===== src/rtl/rc4_pkg.sv =====
// Shared types for the RC4 keystream/decrypt datapath.
// Holds the FSM state encoding, the byte type and the default message length.
package rc4_pkg;

    typedef logic [7:0] byte_t;

    localparam int MSG_LEN_DEF = 32;

    typedef enum logic [3:0] {
        IDLE,
        RD_I,
        WT_I,
        RD_J,
        WT_J,
        SWAP_I,
        SWAP_J,
        RD_F,
        WT_F,
        DONE
    } state_t;

endpackage


===== src/rtl/prga_decrypt.sv =====
// RC4 PRGA over a key-scheduled S memory, XORing the keystream with a ROM
// message and writing the plaintext to a RAM, one byte every 8 cycles.
module prga_decrypt
    import rc4_pkg::*;
#(
    parameter int MSG_LEN = MSG_LEN_DEF
) (
    input  logic       clk,
    input  logic       reset_n,
    input  logic       start,
    output logic       done,
    output logic [7:0] s_address,
    output logic [7:0] s_data,
    output logic       s_wren,
    input  logic [7:0] s_q,
    output logic [4:0] rom_address,
    input  logic [7:0] rom_q,
    output logic [4:0] d_address,
    output logic [7:0] d_data,
    output logic       d_wren
);

    localparam logic [4:0] K_LAST = 5'(MSG_LEN - 1);

    state_t     state_q, state_d;
    byte_t      i_q, i_d;
    byte_t      j_q, j_d;
    byte_t      si_q, si_d;
    byte_t      sj_q, sj_d;
    logic [4:0] k_q, k_d;

    always_comb begin
        state_d = state_q;
        i_d     = i_q;
        j_d     = j_q;
        si_d    = si_q;
        sj_d    = sj_q;
        k_d     = k_q;
        unique case (state_q)
            IDLE, DONE: begin
                if (start) begin
                    state_d = RD_I;
                    i_d     = 8'd1;
                    j_d     = 8'd0;
                    k_d     = 5'd0;
                end
            end
            RD_I:   state_d = WT_I;
            WT_I: begin
                si_d    = s_q;
                j_d     = j_q + s_q;
                state_d = RD_J;
            end
            RD_J:   state_d = WT_J;
            WT_J: begin
                sj_d    = s_q;
                state_d = SWAP_I;
            end
            SWAP_I: state_d = SWAP_J;
            SWAP_J: state_d = RD_F;
            RD_F:   state_d = WT_F;
            WT_F: begin
                if (k_q == K_LAST) begin
                    state_d = DONE;
                end else begin
                    k_d     = k_q + 5'd1;
                    i_d     = i_q + 8'd1;
                    state_d = RD_I;
                end
            end
            default: state_d = IDLE;
        endcase
    end

    always_ff @(posedge clk or negedge reset_n) begin
        if (!reset_n) begin
            state_q <= IDLE;
            i_q     <= '0;
            j_q     <= '0;
            si_q    <= '0;
            sj_q    <= '0;
            k_q     <= '0;
        end else begin
            state_q <= state_d;
            i_q     <= i_d;
            j_q     <= j_d;
            si_q    <= si_d;
            sj_q    <= sj_d;
            k_q     <= k_d;
        end
    end

    // Outputs decode from the state register only, so reset clears them at once.
    always_comb begin
        s_address   = '0;
        s_data      = '0;
        s_wren      = 1'b0;
        rom_address = '0;
        d_address   = '0;
        d_data      = '0;
        d_wren      = 1'b0;
        unique case (state_q)
            RD_I: s_address = i_q;
            RD_J: s_address = j_q;
            SWAP_I: begin
                s_address = i_q;
                s_data    = sj_q;
                s_wren    = 1'b1;
            end
            SWAP_J: begin
                s_address = j_q;
                s_data    = si_q;
                s_wren    = 1'b1;
            end
            RD_F: begin
                s_address   = si_q + sj_q;
                rom_address = k_q;
            end
            WT_F: begin
                d_address = k_q;
                d_data    = s_q ^ rom_q;
                d_wren    = 1'b1;
            end
            default: ;
        endcase
    end

    assign done = (state_q == DONE);

endmodule

===== config.mk =====
export PLATFORM = sky130hd
export DESIGN_NAME = prga_decrypt
export DESIGN_NICKNAME = d
export VERILOG_FILES = /design/src/rtl/rc4_pkg.sv /design/src/rtl/prga_decrypt.sv
export SDC_FILE = /design/constraint.sdc
export NUM_CORES = 1
export LEC_CHECK = 0
export ABC_AREA = 1
export BUFFER_PORTS_ARGS = -buffer_cell sky130_fd_sc_hd__buf_2
export CAP_MARGIN = 20
export CORE_UTILIZATION = 47
export CTS_CLUSTER_DIAMETER = 120
export DETAILED_ROUTE_END_ITERATION = 10
export PLACE_DENSITY = 0.69
export RECOVER_POWER = 50
export SKIP_CTS_REPAIR_TIMING = 1
export SLEW_MARGIN = 20
export SYNTH_ARGS = -nofsm -noshare
export SYNTH_HDL_FRONTEND = slang
export SYNTH_SLANG_ARGS = --single-unit
export TNS_END_PERCENT = 30

===== constraint.sdc =====
create_clock -name clk -period 5.1 [get_ports clk]
set_input_delay 0.51 -clock clk [delete_from_list [all_inputs] [get_ports clk]]
set_output_delay 0.51 -clock clk [all_outputs]
set_load 0.03 [all_outputs]

==> results.json, run 1 <==
{
  "status": "finished, violations left",
  "failed_checks": "capacitance limit, slew limit",
  "dieArea_um2": 6640,
  "vdd_ir_drop_max_uv": 309,
  "p_per_area_nw_per_um2": 571,
  "path_cells": "inv_1 -> nor2_1 -> nand2_1 -> inv_1 -> nand2_1 -> o211ai_1 -> buf_2",
  "arrival_ps": 2500,
  "swShare": 0.519,
  "vias_per_cell": 5.23,
  "crit_slowest_cell": "nor2_1",
  "crit_family": "simple AND/OR/NAND/NOR gates",
  "crit_fanout": 11,
  "clock-sinks": 41,
  "wire_per_inst_um": 13.4,
  "drtIter0Drc": 176,
  "routed_wl_um": 7260,
  "drive_above_1_share": 0.163,
  "synth_cells": 411,
  "core_area_um2": 5990,
  "num-nets-final": 503,
  "cpPeakStageDelay_ps": 560,
  "ys.flop_type": "dfrtp_1",
  "synth.area.top_cells": "dfrtp_1, nand2_1, ha_1",
  "grt_pass1_vias": 2583,
  "syn_avg_cell_area_um2": 7.22,
  "dpl_cell_area_um2": 3280,
  "startpoint_type": "register",
  "gp_congestion": 0.854,
  "overflow": 0,
  "yosysTopAreaCell": "dfrtp_1",
  "fp.dieW_um": 81.5,
  "n_antenna_cell": 0,
  "grt_start_max_net_pins": 42,
  "cp.depth": 7,
  "root_buffer": "clkbuf_8",
  "hpwl_um": 5610,
  "fillCellCount": 591,
  "grt_pass1_wl_um": 12100,
  "comb_power_share": 0.590,
  "power.leakage_nw": 1.88,
  "cp.required_ps": 4590,
  "yosysUniqueCellTypes": 33,
  "p_sw_mw": 0.991,
  "power.internal_mw": 0.918,
  "post-route-drc-count": 0,
  "hold_class": "in2reg",
  "clkPwrFrac": 0.110,
  "rsz0062_at_grt": "no",
  "syn-num-nets": 449,
  "pwr-share-seq": 0.299,
  "multi_input_area_um2": 1640,
  "setup_violations": 0,
  "mostFrequentLayoutCell": "nand2_1",
  "firstDrtPassIters": 4,
  "synthArstFlopShare": 1.00,
  "synthesis.area_um2": 2970,
  "maxCapViolCount": 1,
  "crit_buf_inv": 3,
  "h-tree-depth": 2,
  "synth-seq-cells": 41,
  "final_cell_mix": "nand2_1, inv_1, buf_2",
  "clk_latency_ps": 290,
  "register_area_um2": 1030,
  "fin_skew_ps": 5.17,
  "track_usage": 0.240,
  "period_needed_ps": 3010,
  "io-pin-count": 56,
  "hold-worst-slack_ps": 517,
  "synth_top_area_share": 0.346,
  "antenna_found_initial": 0,
  "final_cells": 541,
  "io_buffers": 55,
  "clk_pin_slew_ps": 80,
  "finalWorstSetupSlack_ps": 2090,
  "num_vias": 2832,
  "timing_worst_setup_path_type": "reg2out",
  "post-route-util": 0.558,
  "min_path_cells": 3,
  "fin_total_pwr_mw": 1.91,
  "synth-edff-count": 0,
  "finalHoldViolations": 0,
  "rr_worst_depth": 6,
  "ys_warn_count": 0,
  "syn2layout_area_growth_pct": 12.6,
  "final-max-slew-violation-count": 42,
  "ant_nets": 0,
  "tightest_slew_ps": 2220,
  "fmax_mhz": 332,
  "cts_buffers": 5,
  "preCtsSetupSlack_ps": 2580,
  "start_util": 0.496,
  "cts_tree": "done",
  "fp.dieH_um": 81.5,
  "maxSlewHeadroom": -0.482,
  "synth_seq_area_share": 0.346,
  "postLayoutCellArea_um2": 3340,
  "clock_path_buffers": 2,
  "fin_setup_tns_ps": 0,
  "placed_cells": 533,
  "cp-end-kind": "primary output",
  "period_share": 0.590,
  "rows": 28
}
-- synth_stat cells (4+ instances only) --
| master | instances |
|---|---|
| nand2_2 | 5 |
| xnor2_1 | 9 |
| a22oi_1 | 6 |
| o21ai_0 | 21 |
| dfrtp_1 | 41 |
| inv_1 | 56 |
| nand3_1 | 42 |
| a21oi_1 | 10 |
| ha_1 | 17 |
| o21ai_2 | 4 |
| a32o_1 | 8 |
| nor2_1 | 35 |
| nand2_1 | 118 |
| xor2_1 | 5 |
-- power groups by stage --
stage / logic (mW) / clock network (mW) / registers [mW]
after floorplan: 0.907 / 0 / 0.538
after global placement: 1.11 / 0 / 0.576
after detailed placement: 1.13 / 0 / 0.579
after CTS: 1.14 / 0.217 / 0.575
after global routing: 1.27 / 0.230 / 0.587
final: 1.13 / 0.210 / 0.571
-- flip-flops by register name, indices dropped and copies added, names as in the netlist --
signal	count
state_q	4
k_q	5
si_q	8
i_q	8
sj_q	8
j_q	8
-- final cells by class --
cell class | count | share of cell area
clock buffers | 8 | 0.0240
inverters | 60 | 0.0674
multi-input cells | 302 | 0.492
flip-flops and latches | 41 | 0.307
well taps | 75 | 0.0281
repair buffers | 55 | 0.0820
-- cells by family (layout without fill, tap and decap cells) --
kind of cell	Yosys count	count (layout)	share of synthesized area
DFF	41	41	0.346
xor gates and xnor gates	14	14	0.0413
adders and majority gates	19	19	0.0851
buffers and inverters	68	123	0.0969
and+or+nand+nor	214	214	0.312
AOI/OAI and AO/OA	55	55	0.119
-- final timing paths --
path | startpoint | endpoint | slack, ps
min | s_q[2] | sj_q[2] | 520
max reg2reg | state_q[1] | j_q[4] | 3240
max | state_q[2] | s_address[0] | 2090
min in group asynchronous | reset_n | j_q[5] | 870
min reg2reg | k_q[4] | k_q[4] | 530
max in group asynchronous | reset_n | i_q[1] | 2970
-- worst min-delay path, stage by stage --
cell	delay (ps)
buf_2	120
inv_1	60
o21ai_0	80
-- layer usage --
| metal | part of all wire | GRT usage | wire, um | vias to the layer above |
|---|---|---|---|---|
| met5 | 0 | 0 | 0 | - |
| met4 | 0.012 | 0.0661 | 90 | 0 |
| met3 | 0.060 | 0.0356 | 438 | 10 |
| met2 | 0.47 | 0.376 | 3380 | 68 |
| met1 | 0.46 | 0.343 | 3350 | 1316 |
| li1 | - | - | - | 1438 |
Note: power is estimated with default switching activity, not from simulation.
==> run 2: changes to the inputs <==
clock period = 2.8 ns   (was 5.1 ns; I/O delays follow)
==> run 2 against run 1 <==
Compared with the run above:
- the flow still finishes with violations (capacitance limit, slew limit)
- core utilization grew 0.77 points
- combinational power grew 81%
- critical path depth grew 1
- sequential power grew 82%
- wire length shrank 0.12%
- non-clock buffer count grew 1
- critical path type unchanged
- critical endpoint is now s_address[4]
- largest cell class unchanged
- highest routed layer unchanged
==> results.json, run 2 (same netlist as run 1, synthesis figures left out) <==
{
  "failed_checks": "capacitance limit, slew limit",
  "track_usage": 0.237,
  "num_vias": 2802,
  "arrival_ps": 2090,
  "syn2layout_area_growth_pct": 14.1,
  "p_sw_mw": 1.80,
  "gp_congestion": 0.942,
  "clk_latency_ps": 290,
  "finalHoldViolations": 0,
  "mostFrequentLayoutCell": "nand2_1",
  "post-route-util": 0.566,
  "fin_setup_tns_ps": 0,
  "io_buffers": 55,
  "h-tree-depth": 2,
  "swShare": 0.501,
  "cts_buffers": 5,
  "maxSlewHeadroom": -0.551,
  "wire_per_inst_um": 13.4,
  "rr_worst_depth": 5,
  "n_antenna_cell": 0,
  "firstDrtPassIters": 4,
  "clock_path_buffers": 2,
  "fp.dieW_um": 81.5,
  "cts_tree": "done",
  "comb_power_share": 0.570,
  "core_area_um2": 5990,
  "fp.dieH_um": 81.5,
  "antenna_found_initial": 0,
  "final_cell_mix": "nand2_1, inv_1, buf_2",
  "period_needed_ps": 2370,
  "vias_per_cell": 5.17,
  "fillCellCount": 564,
  "clk_pin_slew_ps": 80,
  "cp-end-kind": "primary output",
  "worstReg2RegStart": "state_q[0]",
  "overflow": 0,
  "status": "finished, violations left",
  "maxCapViolCount": 1,
  "postLayoutCellArea_um2": 3390,
  "grt_pass1_wl_um": 11800,
  "p_per_area_nw_per_um2": 1060,
  "timing.rr.end": "j_q[4]",
  "fin_total_pwr_mw": 3.59,
  "pwr-share-seq": 0.290,
  "register_area_um2": 1030,
  "hold_path_end": "si_q[3]",
  "placed_cells": 534,
  "dieArea_um2": 6640,
  "cpPeakStageDelay_ps": 420,
  "routed_wl_um": 7250,
  "grt_start_max_net_pins": 42,
  "rows": 28,
  "drive_above_1_share": 0.171,
  "final-max-slew-violation-count": 42,
  "multi_input_area_um2": 1650,
  "power.leakage_nw": 1.91,
  "post-route-drc-count": 0,
  "vdd_ir_drop_max_uv": 469,
  "reg2reg_setup_slack_ps": 960,
  "hold_class": "in2reg",
  "power.internal_mw": 1.79,
  "min_path_cells": 3,
  "drtIter0Drc": 156,
  "setup_violations": 0,
  "root_buffer": "clkbuf_8",
  "hpwl_um": 5510,
  "crit_fanout": 4,
  "period_share": 0.847,
  "io-pin-count": 56,
  "cp_common_cell": "nand2_1",
  "path_cells": "ha_1 -> fa_1 -> nand2_1 -> nand3_1 -> or2_2 -> nand2_1 -> nand2_1 -> buf_2",
  "final_cells": 542,
  "cp.required_ps": 2520,
  "startpoint_type": "register",
  "clkPwrFrac": 0.140,
  "ant_nets": 0,
  "dpl_cell_area_um2": 3280,
  "timing_worst_setup_path_type": "reg2out",
  "start_util": 0.496,
  "grt_pass1_vias": 2431,
  "fmax_mhz": 422,
  "fin_skew_ps": 4.60,
  "min_from": "s_q[3]",
  "tightest_slew_ps": 2330,
  "rsz0062_at_grt": "no",
  "clock-sinks": 41,
  "crit_slowest_cell": "fa_1",
  "num-nets-final": 504
}
[run 2: worst max-delay path, delay by kind of cell, from the launching register on]
family	cells	cell delay, ps
buf+inv	1	180
simple gates	5	550
flops	1	410
fa+ha+maj	2	660
[run 2: area by class of cell]
cell class	instances	share of cell area
multi-input cells	302	0.486
flip-flops and latches	41	0.303
repair buffers	56	0.0831
inverters	60	0.0665
well taps	75	0.0277
clock buffers	7	0.0255
clock inverters	1	0.00886
[run 2: per-stage QoR]
step | setup slack (ps) | hold slack (ps)
2_1_floorplan | 881 | -15.6
5_1_grt | 313 | 315
6_report | 428 | 285
3_3_place_gp | 799 | 480
4_1_cts | 423 | 165
3_5_place_dp | 770 | 489
[run 2: worst max path at each step]
stage	start	depth (start not counted)	slack (ps)	to
after detailed placement	si_q[0]	8	770	s_address[4]
after floorplan	si_q[0]	7	880	s_address[4]
after global placement	si_q[0]	8	800	s_address[4]
after CTS	si_q[0]	8	420	s_address[4]
after global routing	si_q[0]	8	310	s_address[4]
final	si_q[0]	8	430	s_address[4]
[run 2: power groups by stage]
| stage | Combinational, mW | Clock, mW | Sequential (mW) |
|---|---|---|---|
| 2_1_floorplan | 1.65 | 0 | 0.980 |
| 3_3_place_gp | 2.02 | 0 | 1.04 |
| 3_5_place_dp | 2.05 | 0 | 1.05 |
| 4_1_cts | 2.07 | 0.513 | 1.04 |
| 5_1_grt | 2.31 | 0.531 | 1.07 |
| 6_report | 2.04 | 0.502 | 1.04 |
[run 2: per-layer routing]
layer,share of wire,vias up,global-route usage
met4,0.012,0,0.0696
li1,-,1434,-
met5,0,-,0
met1,0.49,1302,0.349
met2,0.46,58,0.358
met3,0.035,8,0.0367
==> run 3: changes to the inputs <==
PLACE_DENSITY = 0.72   (was 0.69)
clock period = 2 ns   (was 2.8 ns; I/O delays follow)
==> run 3 against run 2 <==
Compared with the run above:
- the run ends with setup timing left
- via count rose by 3.9%
- flip-flop and latch count did not move
- register-to-register slack got worse by 710 ps
- sequential power rose by 46%
- die area did not move
- global-route usage rose by 0.11 points
- combinational power rose by 69%
- cell area rose by 7.3%
- setup slack got worse by 560 ps
- power rose by 55%
- sequential share of layout area fell by 1.9 points
- highest routed layer unchanged
==> results.json, run 3 (same netlist as run 1, synthesis figures left out) <==
{
  "clk_latency_ps": 300,
  "cts_buffers": 5,
  "num_vias": 2911,
  "finalWorstSetupSlack_ps": -133,
  "tightest_slew_ps": 1030,
  "timing_worst_setup_path_type": "reg2out",
  "mostFrequentLayoutCell": "nand2_1",
  "start_util": 0.496,
  "final-max-slew-violation-count": 0,
  "power.leakage_nw": 1.95,
  "rows": 28,
  "drive_above_1_share": 0.261,
  "clock_path_buffers": 2,
  "hpwl_um": 5480,
  "syn2layout_area_growth_pct": 22.5,
  "dieArea_um2": 6640,
  "fillCellCount": 538,
  "drtIter0Drc": 164,
  "grt_start_max_net_pins": 42,
  "gp_congestion": 0.911,
  "clock-sinks": 41,
  "grt_pass1_wl_um": 12000,
  "rsz0062_at_grt": "yes",
  "cts_tree": "done",
  "path_cells": "ha_2 -> fa_2 -> or2_4 -> nand3_2 -> o211ai_1 -> buf_4",
  "firstDrtPassIters": 5,
  "finalHoldViolations": 0,
  "p_per_area_nw_per_um2": 1530,
  "startpoint_type": "register",
  "routed_wl_um": 7520,
  "grt_pass1_vias": 2600,
  "reg2reg_setup_slack_ps": 250,
  "setup_violations": 5,
  "crit_slowest_cell": "dfrtp_1",
  "h-tree-depth": 2,
  "vias_per_cell": 5.25,
  "antenna_found_initial": 0,
  "arrival_ps": 1930,
  "overflow": 0,
  "hold_class": "in2reg",
  "fp.dieW_um": 81.5,
  "post-route-util": 0.607,
  "maxSlewHeadroom": 0.315,
  "fmax_mhz": 469,
  "core_area_um2": 5990,
  "n_antenna_cell": 0,
  "cp.required_ps": 1800,
  "failed_checks": "setup timing",
  "period_needed_ps": 2130,
  "track_usage": 0.238,
  "fin_skew_ps": 11.0,
  "root_buffer": "clkbuf_8",
  "cp-end-kind": "primary output",
  "vdd_ir_drop_max_uv": 924,
  "cpPeakStageDelay_ps": 410,
  "crit_fanout": 4,
  "ant_nets": 0,
  "preCtsSetupSlack_ps": 59.1,
  "io-pin-count": 56,
  "maxCapViolCount": 0,
  "wire_per_inst_um": 13.6,
  "num-nets-final": 516,
  "fp.dieH_um": 81.5,
  "period_share": 1.07,
  "clk_pin_slew_ps": 90,
  "fin_total_pwr_mw": 5.56,
  "io_buffers": 55,
  "status": "finished, violations left",
  "final_cell_mix": "nand2_1, inv_1, buf_2",
  "post-route-drc-count": 0
}
## run 3: cell types whose count changed in the layout (fill, tap and decap cells not counted), moves of 3 or more
cell	previous run	this run
nor2_2	1	4
buf_4	1	14
nand2_1	119	111
buf_2	54	48
dfrtp_1	41	35
dfrtp_2	0	6
nor2_1	36	32
buf_6	0	3
nand2_2	4	12
ha_1	17	11
ha_4	0	5
## run 3: layout make-up
class                      count  area [um2]  area share
multi-input combinational    302        1780       0.490
sequential                    41        1030       0.284
timing repair buffer          68         402       0.110
inverter                      60         229      0.0630
tap                           75        93.8      0.0258
clock buffer                   6        82.6      0.0227
clock inverter                 2        13.8     0.00378
## run 3: path summary, 6_finish.rpt
path	start	endpoint	cells past startpoint
worst max-delay path	sj_q[0]	s_address[2]	6
worst min-delay path	s_q[4]	si_q[4]	3
worst max register to register	k_q[0]	i_q[5]	10
worst min register to register	k_q[3]	k_q[3]	2
max in group asynchronous	reset_n	sj_q[4]	3
min in group asynchronous	reset_n	state_q[3]	3
## run 3: metal layers
| layer | part of all wire | global-route usage | routed length, um |
|---|---|---|---|
| met1 | 0.46 | 0.328 | 3470 |
| met2 | 0.49 | 0.386 | 3660 |
| met3 | 0.041 | 0.0378 | 307 |
| met4 | 0.012 | 0.0661 | 87 |
| met5 | 0 | 0 | 0 |
## run 3: through the flow
| stage | cells | TNS, ps | instance area (um2) | hold slack (ps) |
|---|---|---|---|---|
| global route | 554 | -847 | 3640 | 214 |
| detailed placement | 540 | 0 | 3330 | 301 |
| CTS | 548 | -1130 | 3420 | -33.1 |
| global placement | 540 | 0 | 3330 | 299 |
| floorplan | 411 | 0 | 2970 | -95.6 |
| finish | 554 | -401 | 3640 | 197 |
## run 3: worst max-delay path: cells and delay by family (launching register included)
family                     cells  cell delay, ps
adders and majority gates      2             600
and+or+nand+nor                2             330
buffers and inverters          1             180
DFF                            1             410
AOI/OAI and AO/OA              1             110
## run 3: power by group
part	leakage (nW)	switching (mW)	internal, mW
clock network	0.0512	0.309	0.280
registers	0.518	0.374	1.14
logic	1.38	2.09	1.36
total	1.95	2.77	2.79
